$ cat config.mk
export PLATFORM = sky130hd
export DESIGN_NAME = fwd_ctrl_unit
export DESIGN_NICKNAME = d
export VERILOG_FILES = /design/src/rtl/fwd_ctrl_unit_pkg.sv /design/src/rtl/fwd_ctrl_unit_fwd_src_cmp.sv /design/src/rtl/fwd_ctrl_unit.sv
export SDC_FILE = /design/constraint.sdc
export NUM_CORES = 1
export LEC_CHECK = 0
export BUFFER_PORTS_ARGS = -buffer_cell sky130_fd_sc_hd__buf_2
export CORE_MARGIN = 2
export CORE_UTILIZATION = 45
export DETAILED_ROUTE_END_ITERATION = 8
export PLACE_DENSITY = 0.72
export SYNTH_ARGS = -nofsm -noshare
export SYNTH_HDL_FRONTEND = slang
export SYNTH_SLANG_ARGS = --single-unit
$ cat constraint.sdc
create_clock -name clk -period 3 [get_ports clk]
set_input_delay 0.6 -clock clk [delete_from_list [all_inputs] [get_ports clk]]
set_output_delay 0.6 -clock clk [all_outputs]
set_load 0.03 [all_outputs]
$ cat src/rtl/fwd_ctrl_unit_pkg.sv
// ============================================================================
// Module   : fwd_ctrl_unit_pkg
// Brief    : Shared constants and stage-record type for EX-stage forwarding.
// Revision : 1.0 - initial release
// ============================================================================
`default_nettype none

package fwd_ctrl_unit_pkg;

    localparam int REG_ADDR_W = 5;
    localparam int SEL_W      = 2;

    localparam logic [SEL_W-1:0] FWD_SEL_REGFILE = 2'b00;
    localparam logic [SEL_W-1:0] FWD_SEL_EXMEM   = 2'b01;
    localparam logic [SEL_W-1:0] FWD_SEL_MEMWB   = 2'b10;

    typedef struct packed {
        logic                  valid;
        logic [REG_ADDR_W-1:0] dest;
        logic                  we;
        logic                  is_load;
    } stage_rec_t;

    localparam stage_rec_t STAGE_BUBBLE = '0;

endpackage

`default_nettype wire

$ cat src/rtl/fwd_ctrl_unit_fwd_src_cmp.sv
// ============================================================================
// Module   : fwd_src_cmp
// Brief    : Picks the forwarding source for one operand from two producers.
// Revision : 1.0 - initial release
// ============================================================================
`default_nettype none

module fwd_src_cmp
    import fwd_ctrl_unit_pkg::*;
(
    input  logic [REG_ADDR_W-1:0] src,
    input  logic                  en,
    input  stage_rec_t            younger,
    input  stage_rec_t            older,
    output logic [SEL_W-1:0]      sel
);

    logic w_hit_young;
    logic w_hit_old;
    logic w_unused;

    // Bubbles carry we=0, so the write-enable alone qualifies a producer.
    assign w_hit_young = younger.we && (younger.dest != '0) && (younger.dest == src);
    assign w_hit_old   = older.we   && (older.dest   != '0) && (older.dest   == src);

    always_comb begin
        sel = FWD_SEL_REGFILE;
        if (en) begin
            if (w_hit_young) begin
                sel = FWD_SEL_EXMEM;
            end else if (w_hit_old) begin
                sel = FWD_SEL_MEMWB;
            end
        end
    end

    assign w_unused = ^{younger.valid, younger.is_load, older.valid, older.is_load};

endmodule

`default_nettype wire

$ cat src/rtl/fwd_ctrl_unit.sv
// ============================================================================
// Module   : fwd_ctrl_unit
// Brief    : EX-stage operand forwarding selects and load-use stall control.
// Revision : 1.0 - initial release
// ============================================================================
`default_nettype none

module fwd_ctrl_unit
    import fwd_ctrl_unit_pkg::*;
(
    input  logic                  clk,
    input  logic                  rst,
    input  logic                  id_valid,
    input  logic [REG_ADDR_W-1:0] id_rs,
    input  logic [REG_ADDR_W-1:0] id_rt,
    input  logic                  id_uses_rt,
    input  logic [REG_ADDR_W-1:0] id_rd,
    input  logic                  id_we,
    input  logic                  id_is_load,
    input  logic                  flush,
    output logic                  stall,
    output logic [SEL_W-1:0]      fwd_a_sel,
    output logic [SEL_W-1:0]      fwd_b_sel,
    output logic                  ex_valid
);

    stage_rec_t       r_ex;
    stage_rec_t       r_mem;
    stage_rec_t       r_wb;
    logic             w_bubble;
    logic [SEL_W-1:0] w_sel_a;
    logic [SEL_W-1:0] w_sel_b;
    logic             w_unused_wb;

    assign stall = id_valid & r_ex.valid & r_ex.is_load & r_ex.we & (r_ex.dest != '0)
                 & ((r_ex.dest == id_rs) | (id_uses_rt & (r_ex.dest == id_rt)));

    assign w_bubble = flush | stall | ~id_valid;

    // The ID instruction's producers are the current EX (next MEM) and MEM (next WB).
    fwd_src_cmp u_cmp_a (
        .src     (id_rs),
        .en      (1'b1),
        .younger (r_ex),
        .older   (r_mem),
        .sel     (w_sel_a)
    );

    fwd_src_cmp u_cmp_b (
        .src     (id_rt),
        .en      (id_uses_rt),
        .younger (r_ex),
        .older   (r_mem),
        .sel     (w_sel_b)
    );

    always_ff @(posedge clk or posedge rst) begin
        if (rst) begin
            r_ex      <= STAGE_BUBBLE;
            r_mem     <= STAGE_BUBBLE;
            r_wb      <= STAGE_BUBBLE;
            fwd_a_sel <= FWD_SEL_REGFILE;
            fwd_b_sel <= FWD_SEL_REGFILE;
        end else begin
            r_mem <= r_ex;
            r_wb  <= r_mem;
            if (w_bubble) begin
                r_ex      <= STAGE_BUBBLE;
                fwd_a_sel <= FWD_SEL_REGFILE;
                fwd_b_sel <= FWD_SEL_REGFILE;
            end else begin
                r_ex      <= '{valid: 1'b1, dest: id_rd, we: id_we, is_load: id_is_load};
                fwd_a_sel <= w_sel_a;
                fwd_b_sel <= w_sel_b;
            end
        end
    end

    assign ex_valid = r_ex.valid;

    // WB is tracked for completeness; the write-before-read regfile covers that hazard.
    assign w_unused_wb = ^r_wb;

endmodule

`default_nettype wire

# Word level (Yosys, flattened, before mapping)
# Index checks and enable logic that the tools add are counted.
[totals] latch_bits=0 wordCells=38 ram_bits=0 regBits=18 mem_bits_ro=0 mem_count=0 in_bits=22 out_inout_bits=6
[op_classes] n_mul=0 n_shift=0 n_reduce_logical=8 n_addsub=0 n_lt_le_gt_ge=0 n_eq_ne=4 muxes=8 bitwise=10 n_div=0
[op_table] operator="5-bit == test" n=4
[op_table] operator="2-bit two-way mux" n=7
[op_table] operator="5-bit nonzero test" n=2
[op_table] operator="8-bit two-way mux" n=1
[op_table] operator="1-bit AND" n=6
[op_table] operator="1-bit logical AND" n=6
[op_table] operator="1-bit OR" n=3
[op_table] operator="1-bit inverter" n=1

# Logic depth before layout (Yosys ltp)
# Gate-level depths: netlist of run 1.
[depth] ltp_word=8 depth_mapped=6 mapped_depth_nobuf=5

# Cells and area by module
# Synthesis of run 1 repeated with hierarchy kept, for this count alone.
[unflattened] cells_unflattened=111 hier_area_um2=1114.8
[by_module_without_submodules] mod="fwd_ctrl_unit" cells_each=69 n_inst=1 area_each_um2=784.5 seq_area_each_um2=500.5
[by_module_without_submodules] mod="fwd_src_cmp" cells_each=21 n_inst=2 area_each_um2=165.2 seq_area_each_um2=0.0

# Worst setup path before layout of run 1
# No wires, ideal clock.
[synth_timing] path_type="input-to-output" start="input port id_rt[2]" end="output port stall" path_buffers=1 cell_stages=5 setup_slack_ps=825 t_required_ps=2400 t_arrival_ps=1575 path_cell_list="xor2_1 -> a2111oi_2 -> nand3_1 -> a21oi_2 -> buf_6"
[synth_between] elab_chain_len=4
[synth_rtl] item="from (decl)" line="fwd_ctrl_unit.sv:15" rtl="input logic [REG_ADDR_W-1:0] id_rt,"
[synth_rtl] item="5-bit == test" line="fwd_ctrl_unit.sv:36" rtl="& ((r_ex.dest == id_rs) | (id_uses_rt & (r_ex.dest == id_rt)));"
[synth_rtl] item="1-bit AND" line="fwd_ctrl_unit.sv:36"
[synth_rtl] item="1-bit OR" line="fwd_ctrl_unit.sv:36"
[synth_rtl] item="1-bit AND" line="fwd_ctrl_unit.sv:36"
[synth_rtl] item="to (decl)" line="fwd_ctrl_unit.sv:21" rtl="output logic stall,"
# No other way between the ends.

# Final worst setup path of run 1
[layout_timing] start="register r_ex[2] in the netlist's numbering" end="output port stall"
[layout_between] elab_chain_len=4 elab_cells_between_ends=7 cone_classes="eq/ne: 2; bitwise: 4; reduce/logical: 1"
[layout_rtl] item="from (decl)" line="fwd_ctrl_unit.sv:27" rtl="stage_rec_t r_ex;"
[layout_rtl] item="from (signal assigned)" line="fwd_ctrl_unit.sv:72" rtl="r_ex <= '{valid: 1'b1, dest: id_rd, we: id_we, is_load: id_is_load};"
[layout_rtl] item="5-bit == test" line="fwd_ctrl_unit.sv:36"
[layout_rtl] item="1-bit AND" line="fwd_ctrl_unit.sv:36"
[layout_rtl] item="1-bit OR" line="fwd_ctrl_unit.sv:36"
[layout_rtl] item="1-bit AND *" line="fwd_ctrl_unit.sv:36"
# Mark *: on every way between the ends. The rest lies on a longest branch, timed or not.

==> impl_metrics.toml, run 1 <==
[worst_setup_path]
max_stage_delay_ps = 440
critical_path.endpoint = "stall"
startpoint_type = "register"
crit_family = "compound AO/OA/AOI/OAI gates"
worstSetupPathType = "register to output port"
timing.critical_path.arrival_ps = 1900
worst_r2r_endpoint = "fwd_b_sel[0]"
worstSetupStartpoint = "r_ex[2]"
worstPathRequired_ps = 2400
path_buf_inv = 1
regToRegStartpoint = "r_ex[2]"
crit_fanout = 5
instance_count_on_the_critical_path = 5
setup.worst_path.end_class = "output port"
worst-r2r-setup-slack_ps = 1100
critPathSlowestCell = "sky130_fd_sc_hd__dfrtp_1"
reg2regPathDepth = 6
ordered_cell_list_for_the_critical_path = "nor2b_1 -> a2111oi_2 -> nand3_1 -> a21oi_2 -> buf_2"

[timing]
rsz_0062_raised_after_global_routing = "no"
fin_crit_sh = 0.833
timing.setup.tns_ps = 0
finalMaxSlewViolations = 0
worst_slew_margin_rel = 0.552
fmaxAchievable_mhz = 400
fin_skew_ps = 6.23
finalWorstPathRequiredPeriod_ps = 2500
final_hold_viol_count = 0
timing_worst_slew_pin_value_ps = 671
setup_viol_count_final = 0

[floorplanning]
floorplan.io_pins = 28
core_um2 = 1920
die_h_um = 48.5
die_x_um = 48.5
floorplan.initialDensity = 0.464
num_rows = 16
fp.dieArea_um2 = 2350

[placed_design]
detailed_place_hpwl_um = 1330
gp_congestion = 0.835
placement.io_buffers = 27

[drt]
num_vias = 684
ant_nets = 0
drt_first_iter_violations = 4
post_drt_via_cell_ratio = 4.92
detailed_route_drc_error_count = 0
detail_route.wirelength_um = 1730
post_drt_wl_per_cell_um = 12.4
drt_first_pass_iters = 4

[logic_synthesis]
post_synth.cell_area_avg_um2 = 10.7
yosysUniqueCellTypes = 23
synth-seq-area-share = 0.506
synth_flop_cell = "sky130_fd_sc_hd__dfrtp_1"
post_synth_inst_count = 83
syn-num-nets = 105
mappedNetlistArea_um2 = 891
yosys_warnings = 0
synth-edff-count = 0
synth.ff_latch_count = 18
proportion_of_synthesized_flip_flops_having_asynchronous_set_or_reset = 1.00

[finish]
antenna-diode-count = 0
area_growth_syn_to_layout_pct = 20.6
final_layout_size_suffix_gt1_frac = 0.330
mostFrequentLayoutCells = "sky130_fd_sc_hd__buf_2 (27), sky130_fd_sc_hd__dfrtp_1 (18), sky130_fd_sc_hd__xor2_1 (11)"
most_frequent_standard_cell_in_the_layout_excluding_fill_and_tap_cells = "sky130_fd_sc_hd__buf_2"
final_nets = 136

[clocking]
clock_input_transition_at_the_sequential_cells_of_the_worst_setup_and_hold_paths_ps = 100
cts_root_buffer = "sky130_fd_sc_hd__clkbuf_4"
cts_inserted_buffers = 3
worstSkewPairLatency_ps = 290
hold_buffers = 0
cts_tree = "yes"
clock_path_buffers = 2
htree_levels = 1
cts_num_sinks = 18
cts_resized = 0
cts.repair_timing.setup_buffer_count = 0

[pwr]
totalPowerFinal_mw = 0.433
power.density_cell_area_nw_per_um2 = 403
ir_worst_vdd_uv = 271
p_leak_nw = 0.543

[grt]
grt_usage = 0.173
grt_pass1_vias = 678
grt.overflow.total = 0
largest_net_degree_at_the_start_of_global_routing = 19
grt_first_pass_wirelength_um = 3020
number_of_antenna_violations_at_the_first_check_in_global_routing = 0

[run]
max_cap_check_violation_count = 0

[worst_hold_path]
hold_path_class = "primary input to async pin"

[status]
run_status = "finished clean"
==> power breakdown <==
group	internal (mW)	total, mW	switching (mW)
Sequential	0.250	0.258	0.00809
Combinational	0.0286	0.0602	0.0317
Clock	0.0466	0.115	0.0687
Total	0.325	0.433	0.108
==> sequential cells by signal, indices dropped and copies added, names as in the netlist <==
name	flops
r_mem	6
fwd_b_sel	2
ex_valid	1
fwd_a_sel	2
r_ex	7
==> cell usage after synthesis, types with 2 or more instances <==
master | count | area (um^2)
sky130_fd_sc_hd__dfrtp_1 | 18 | 450
sky130_fd_sc_hd__inv_1 | 3 | 11.3
sky130_fd_sc_hd__nand2_1 | 7 | 26.3
sky130_fd_sc_hd__nand3_1 | 6 | 30.0
sky130_fd_sc_hd__nor2_1 | 10 | 37.5
sky130_fd_sc_hd__nor2b_1 | 2 | 12.5
sky130_fd_sc_hd__nor4_1 | 3 | 18.8
sky130_fd_sc_hd__o21ai_0 | 2 | 10.0
sky130_fd_sc_hd__or4_1 | 2 | 15.0
sky130_fd_sc_hd__xnor2_1 | 7 | 61.3
sky130_fd_sc_hd__xor2_1 | 11 | 96.3
==> area by class of cell <==
class                      count  area [um^2]
sequential                    18          450
tap                           27         33.8
multi-input combinational     60          414
inverter                       3         11.3
fill                         171          847
timing repair buffer          28          143
clock buffer                   3         22.5
==> logic make-up (layout without fill, tap and decap cells) <==
family | Yosys count | count (layout) | share of synthesized area
AO/OA/AOI/OAI | 7 | 7 | 0.0688
XOR/XNOR | 18 | 18 | 0.177
buffers and inverters | 5 | 34 | 0.0295
flip-flops | 18 | 18 | 0.506
AND/OR/NAND/NOR | 35 | 35 | 0.219
==> worst min-delay path by stage <==
stage	startpoint	end	slack, ps	depth (start not counted)
after floorplan	r_ex[1]	r_mem[1]	370	0
after global placement	r_ex[1]	r_mem[1]	380	0
after detailed placement	r_ex[1]	r_mem[1]	380	0
after CTS	rst	r_ex[0]	410	2
after global routing	r_ex[1]	r_mem[1]	420	0
final	rst	r_ex[0]	390	2
==> metrics by stage <==
| step | cells | cell area (um^2) | utilization | hold WS (ps) | setup slack, ps |
|---|---|---|---|---|---|
| 6_report | 139 | 1070 | 0.559 | 391 | 500 |
| 3_3_place_gp | 136 | 1050 | 0.548 | 378 | 631 |
| 2_1_floorplan | 83 | 891 | - | 368 | 825 |
| 4_1_cts | 139 | 1070 | 0.559 | 406 | 504 |
| 5_1_grt | 139 | 1070 | 0.559 | 417 | 386 |
| 3_5_place_dp | 136 | 1050 | 0.548 | 384 | 590 |
==> routing by layer <==
metal / track usage / routed length [um] / vias to the layer above
li1: - / - / 341
met3: 0.0463 / 73 / 7
met1: 0.208 / 755 / 316
met5: 0 / 0 / -
met4: 0.100 / 49 / 0
met2: 0.280 / 847 / 20
Power figures use the tool's default switching activity.
==> run 2, diff against run 1 <==
- ABC_AREA: not set -> 1
- PLACE_DENSITY: 0.72 -> 0.71
- clock period: 3 -> 2.5 ns (I/O delays scaled with it)
==> run 2 against run 1 <==
Clock skew increased by 1.6 ps; hold slack worse by 99 ps; final area grew 4.2%; first-iteration DRC count grew to 2.5 times the previous value; highest routed layer unchanged; combinational power increased by 34%; register-to-register slack about the same; via count increased by 14%; largest power group unchanged; total power rose by 21%; die area up 5.0%; clock-buffer cell count is the same; wire length down 2.3%.
==> impl_metrics.toml, run 2 <==
[pwr]
combinationalPowerShare = 0.154
power.clock.fraction = 0.256
power_frac_seq = 0.590
p_leak_nw = 0.668
sw_frac_of_total = 0.251
power.switching_mw = 0.131
p_int_mw = 0.391
power.density_cell_area_nw_per_um2 = 467
ir_worst_vdd_uv = 374

[finish]
register_area_um2 = 450
area_growth_syn_to_layout_pct = 19.2
layout_top_registers = "r_ex x7, r_mem x6"
final_nets = 172
largest_register_ff_count = 7
nFillCells = 198
max_flop_register = "r_ex"
multi_input_comb_area_um2 = 388
final_layout_size_suffix_gt1_frac = 0.216
antenna-diode-count = 0
mostFrequentLayoutCells = "sky130_fd_sc_hd__buf_2 (27), sky130_fd_sc_hd__inv_1 (24), sky130_fd_sc_hd__nand2_1 (24)"
most_frequent_standard_cell_in_the_layout_excluding_fill_and_tap_cells = "sky130_fd_sc_hd__buf_2"

[logic_synthesis]
yosys_warnings = 0
proportion_of_synthesized_flip_flops_having_asynchronous_set_or_reset = 1.00
post_synth_inst_count = 119
synth-edff-count = 0
yosysUniqueCellTypes = 15
synth_flop_cell = "sky130_fd_sc_hd__dfrtp_1"
post_synth.cell_area_avg_um2 = 7.90
synth.ff_latch_count = 18
synth.area.top_cells = "sky130_fd_sc_hd__dfrtp_1 (48%), sky130_fd_sc_hd__inv_1 (9.6%), sky130_fd_sc_hd__nand2_1 (9.6%), sky130_fd_sc_hd__nor2_1 (8.8%), sky130_fd_sc_hd__xnor2_1 (7.5%)"
synth_largest_area_cell = "sky130_fd_sc_hd__dfrtp_1"
mappedNetlistArea_um2 = 940
netlist.area_leader.share = 0.479
synth-seq-area-share = 0.479
syn-num-nets = 141
ys_top_cells_by_count = "sky130_fd_sc_hd__inv_1 (24), sky130_fd_sc_hd__nand2_1 (24), sky130_fd_sc_hd__nor2_1 (22)"

[drt]
ant_nets = 0
post_drt_via_cell_ratio = 4.45
num_vias = 779
drt_first_iter_violations = 10
detail_route.wirelength_um = 1690
drt_first_pass_iters = 4
post_drt_wl_per_cell_um = 9.64
detailed_route_drc_error_count = 0

[grt]
grt.overflow.total = 0
number_of_antenna_violations_at_the_first_check_in_global_routing = 0
largest_net_degree_at_the_start_of_global_routing = 19
grt_pass1_vias = 775
grt_usage = 0.166
grt_first_pass_wirelength_um = 3110

[worst_setup_path]
timing.critical_path.arrival_ps = 1550
setup.worst_path.end_class = "output port"
crit_fanout = 4
critPathSlowestCell = "sky130_fd_sc_hd__dfrtp_1"
worstPathRequired_ps = 2000
max_stage_delay_ps = 410
worstSetupPathType = "register to output port"
cp_common_cell = "sky130_fd_sc_hd__nand2_1"
ordered_cell_list_for_the_critical_path = "inv_1 -> nand2_1 -> nand2_1 -> nor2_1 -> and2_1 -> nand2_1 -> nand2_1 -> nand2_2 -> inv_1 -> buf_2"
startpoint_type = "register"

[clocking]
worstSkewPairLatency_ps = 280
cts_tree = "yes"
cts_num_sinks = 18
clock_path_buffers = 2
hold_buffers = 0
cts_root_buffer = "sky130_fd_sc_hd__clkbuf_4"
cts_inserted_buffers = 3
cts_resized = 0
htree_levels = 1
cts.repair_timing.setup_buffer_count = 0
clock_input_transition_at_the_sequential_cells_of_the_worst_setup_and_hold_paths_ps = 100

[floorplanning]
num_rows = 16
floorplan.initialDensity = 0.479
die_x_um = 49.7
core_um2 = 1960
fp.dieArea_um2 = 2470
floorplan.io_pins = 28
die_h_um = 49.7

[timing]
final_hold_viol_count = 0
setup_viol_count_final = 0
finalWorstPathRequiredPeriod_ps = 2050
fin_skew_ps = 7.87
timing_worst_slew_pin_value_ps = 657
fmaxAchievable_mhz = 487
rsz_0062_raised_after_global_routing = "no"
hold_ws_ps = 291
worst_slew_margin_rel = 0.562
fin_crit_sh = 0.821
finalMaxSlewViolations = 0
timing.setup.tns_ps = 0

[status]
run_status = "finished clean"

[run]
max_cap_check_violation_count = 0

[placed_design]
gp_congestion = 0.844
detailed_place_hpwl_um = 1400
placement.io_buffers = 27

[worst_hold_path]
hold_path_class = "primary input to async pin"
run 2: layout make-up:
class,count,area share
Sequential cell,18,0.402
Timing Repair Buffer,27,0.121
Multi-Input combinational cell,76,0.346
Clock buffer,3,0.0201
Inverter,24,0.0804
Tap cell,27,0.0302
run 2: worst max-delay path, delay by kind of cell, from the launching register on:
kind          cells  cell delay (ps)
simple gates      7              540
buf+inv           3              310
flops             1              410
run 2: through the flow:
step | instance area (um^2) | setup slack (ps) | util | power [mW] | std cells
floorplan | 940 | 835 | - | 0.364 | 119
global placement | 1100 | 637 | 0.559 | 0.392 | 172
detailed placement | 1100 | 610 | 0.559 | 0.396 | 172
CTS | 1120 | 431 | 0.571 | 0.530 | 175
global route | 1120 | 244 | 0.571 | 0.555 | 175
finish | 1120 | 447 | 0.571 | 0.523 | 175
run 2: cells by family after synthesis:
group,share of synthesized area
buf+inv,0.108
compound gates,0.00532
flops,0.479
xor+xnor,0.130
simple gates,0.277
run 2: worst paths after layout:
check | slack [ps] | startpoint | depth (start not counted) | to
hold / removal | 290 | rst | 2 | r_ex[0]
setup reg to reg | 1090 | r_ex[2] | 10 | r_ex[6]
setup / recovery | 450 | r_ex[2] | 10 | stall
hold reg to reg | 400 | r_ex[1] | 0 | r_mem[1]
min in group clk | 400 | r_ex[1] | 0 | r_mem[1]
max in group asynchronous | 1780 | rst | 2 | r_ex[6]
run 2: power by group through the flow:
stage                     combinational (mW)  sequential (mW)  clock, mW
after floorplan                       0.0503            0.314          0
after global placement                0.0789            0.314          0
after detailed placement              0.0813            0.314          0
after CTS                             0.0816            0.309      0.140
after global routing                  0.0929            0.310      0.152
final                                 0.0806            0.309      0.134
run 2: per-layer routing:
layer | share of wire | track usage
met1 | 0.43 | 0.189
met2 | 0.52 | 0.298
met3 | 0.039 | 0.0303
met4 | 0.0077 | 0.0787
met5 | 0 | 0
==> run 3, diff against run 2 <==
- clock period: 2.5 -> 2 ns (I/O delays scaled with it)
==> run 3 against run 2 <==
Combinational power grew 33%; worst setup slack got worse by 340 ps; final area grew 3.8%; clock skew fell by 0.73 ps; utilization up 2.2 points; register-to-register slack worse by 620 ps; wire length grew 1.5%; sequential share of layout area is 1.5 points lower; hold slack worse by 100 ps; first-iteration DRC count decreased by 50%; largest cell class unchanged.
==> impl_metrics.toml, run 3 (synthesized netlist as in run 2, its figures left out) <==
[status]
run_status = "finished clean"

[pwr]
power.density_cell_area_nw_per_um2 = 568
ir_worst_vdd_uv = 478
p_leak_nw = 0.678
totalPowerFinal_mw = 0.660

[floorplanning]
num_rows = 16
die_h_um = 49.7
core_um2 = 1960
die_x_um = 49.7
floorplan.io_pins = 28
floorplan.initialDensity = 0.479
fp.dieArea_um2 = 2470

[timing]
fmaxAchievable_mhz = 529
final_hold_viol_count = 0
fin_crit_sh = 0.946
fin_skew_ps = 7.14
timing_worst_slew_pin_value_ps = 649
hold_ws_ps = 189
setup_viol_count_final = 0
finalWorstPathRequiredPeriod_ps = 1890
finalMaxSlewViolations = 0
final_worst_setup_slack_ps = 109
worst_slew_margin_rel = 0.567

[grt]
grt_pass1_vias = 815
number_of_antenna_violations_at_the_first_check_in_global_routing = 0
grt.overflow.total = 0
largest_net_degree_at_the_start_of_global_routing = 19
grt_usage = 0.169
grt_first_pass_wirelength_um = 3160

[finish]
layout_top_registers = "r_ex x7, r_mem x6"
antenna-diode-count = 0
final_nets = 174
max_flop_register = "r_ex"
nFillCells = 189
final_cells = 177
final_layout_size_suffix_gt1_frac = 0.293
finished_layout_cell_area_um2 = 1160
most_frequent_standard_cell_in_the_layout_excluding_fill_and_tap_cells = "sky130_fd_sc_hd__buf_2"
mostFrequentLayoutCells = "sky130_fd_sc_hd__buf_2 (26), sky130_fd_sc_hd__inv_1 (21), sky130_fd_sc_hd__nor2_1 (21)"
area_growth_syn_to_layout_pct = 23.7
largest_register_ff_count = 7

[clocking]
worstSkewPairLatency_ps = 280
htree_levels = 1
cts_tree = "yes"
cts_inserted_buffers = 3
cts_root_buffer = "sky130_fd_sc_hd__clkbuf_4"
clock_path_buffers = 2
hold_buffers = 0
cts_num_sinks = 18
clock_input_transition_at_the_sequential_cells_of_the_worst_setup_and_hold_paths_ps = 90

[placed_design]
dp_worst_setup_slack_ps = 291
gp_congestion = 0.844
detailed_place_hpwl_um = 1420
place_inst = 172
dpl-instance-area_um2 = 1100
placement.io_buffers = 27

[drt]
drt_first_pass_iters = 3
num_vias = 797
detail_route.wirelength_um = 1710
post_drt_wl_per_cell_um = 9.68
drt_first_iter_violations = 5
detailed_route_drc_error_count = 0
ant_nets = 0
post_drt_via_cell_ratio = 4.50

[worst_setup_path]
setup.worst_path.end_class = "output port"
worst_r2r_endpoint = "r_ex[6]"
startpoint_type = "register"
cp_common_cell = "sky130_fd_sc_hd__nand2_2"
reg2regPathDepth = 11
instance_count_on_the_critical_path = 10
critPathSlowestCell = "sky130_fd_sc_hd__dfrtp_1"
worst-r2r-setup-slack_ps = 470
worstSetupPathType = "register to output port"
path_buf_inv = 3
ordered_cell_list_for_the_critical_path = "inv_2 -> nand2_2 -> nand2_2 -> nor2_1 -> and2_4 -> nand2_2 -> nand2_2 -> nand2_2 -> inv_2 -> buf_6"
timing.critical_path.arrival_ps = 1490
crit_family = "simple AND/OR/NAND/NOR gates"
crit_fanout = 4
worstPathRequired_ps = 1600
regToRegStartpoint = "r_ex[2]"
max_stage_delay_ps = 440

[worst_hold_path]
hold_path_class = "primary input to async pin"

[run]
max_cap_check_violation_count = 0
run 3: cell types whose count changed in the layout (fill, tap and decap cells not counted):
cell	change
sky130_fd_sc_hd__buf_2	-1
sky130_fd_sc_hd__buf_4	+1
sky130_fd_sc_hd__inv_2	+3
sky130_fd_sc_hd__and2_1	-1
sky130_fd_sc_hd__inv_1	-3
sky130_fd_sc_hd__nor2_2	+1
sky130_fd_sc_hd__and2_4	+1
sky130_fd_sc_hd__nor2_1	-1
sky130_fd_sc_hd__nand2_1	-5
sky130_fd_sc_hd__nand2_2	+5
sky130_fd_sc_hd__buf_6	+2
run 3: cell type report:
class	instances	area, um^2	area share
flip-flops and latches	18	450	0.388
multi-input cells	76	405	0.349
repair buffers	29	160	0.138
inverters	24	90.1	0.0775
well taps	27	33.8	0.0291
clock buffers	3	22.5	0.0194
run 3: metrics by stage:
step / setup TNS, ps / util
detailed placement: 0 / 0.559
global route: -28.4 / 0.592
global placement: 0 / 0.559
CTS: 0 / 0.571
finish: 0 / 0.592
floorplan: 0 / -
run 3: report_power, final:
group	switching (mW)	internal (mW)	leakage (nW)	total, mW
logic	0.0588	0.0485	0.420	0.107
clock network	0.0968	0.0698	0.0138	0.167
registers	0.0114	0.375	0.244	0.386
run 3: what timing repair did:
item                                    in CTS  in global routing
endpoints found under the setup margin       0                  1
gates resized for setup                      0                 14
buffers inserted                             0                  2
run 3: how the worst max path moves through the flow:
stage / start / end / slack [ps]
CTS: r_ex[2] / stall / 10
global route: r_ex[2] / stall / -30
finish: r_ex[2] / stall / 110
detailed placement: id_rs[0] / stall / 290
floorplan: ex_valid / stall / 480
global placement: id_rs[0] / stall / 340
run 3: routing by layer:
metal	wire, um	track usage	up-vias
met3	56	0.0303	4
li1	-	-	418
met4	29	0.102	0
met5	0	0	-
met1	745	0.189	362
met2	881	0.296	13
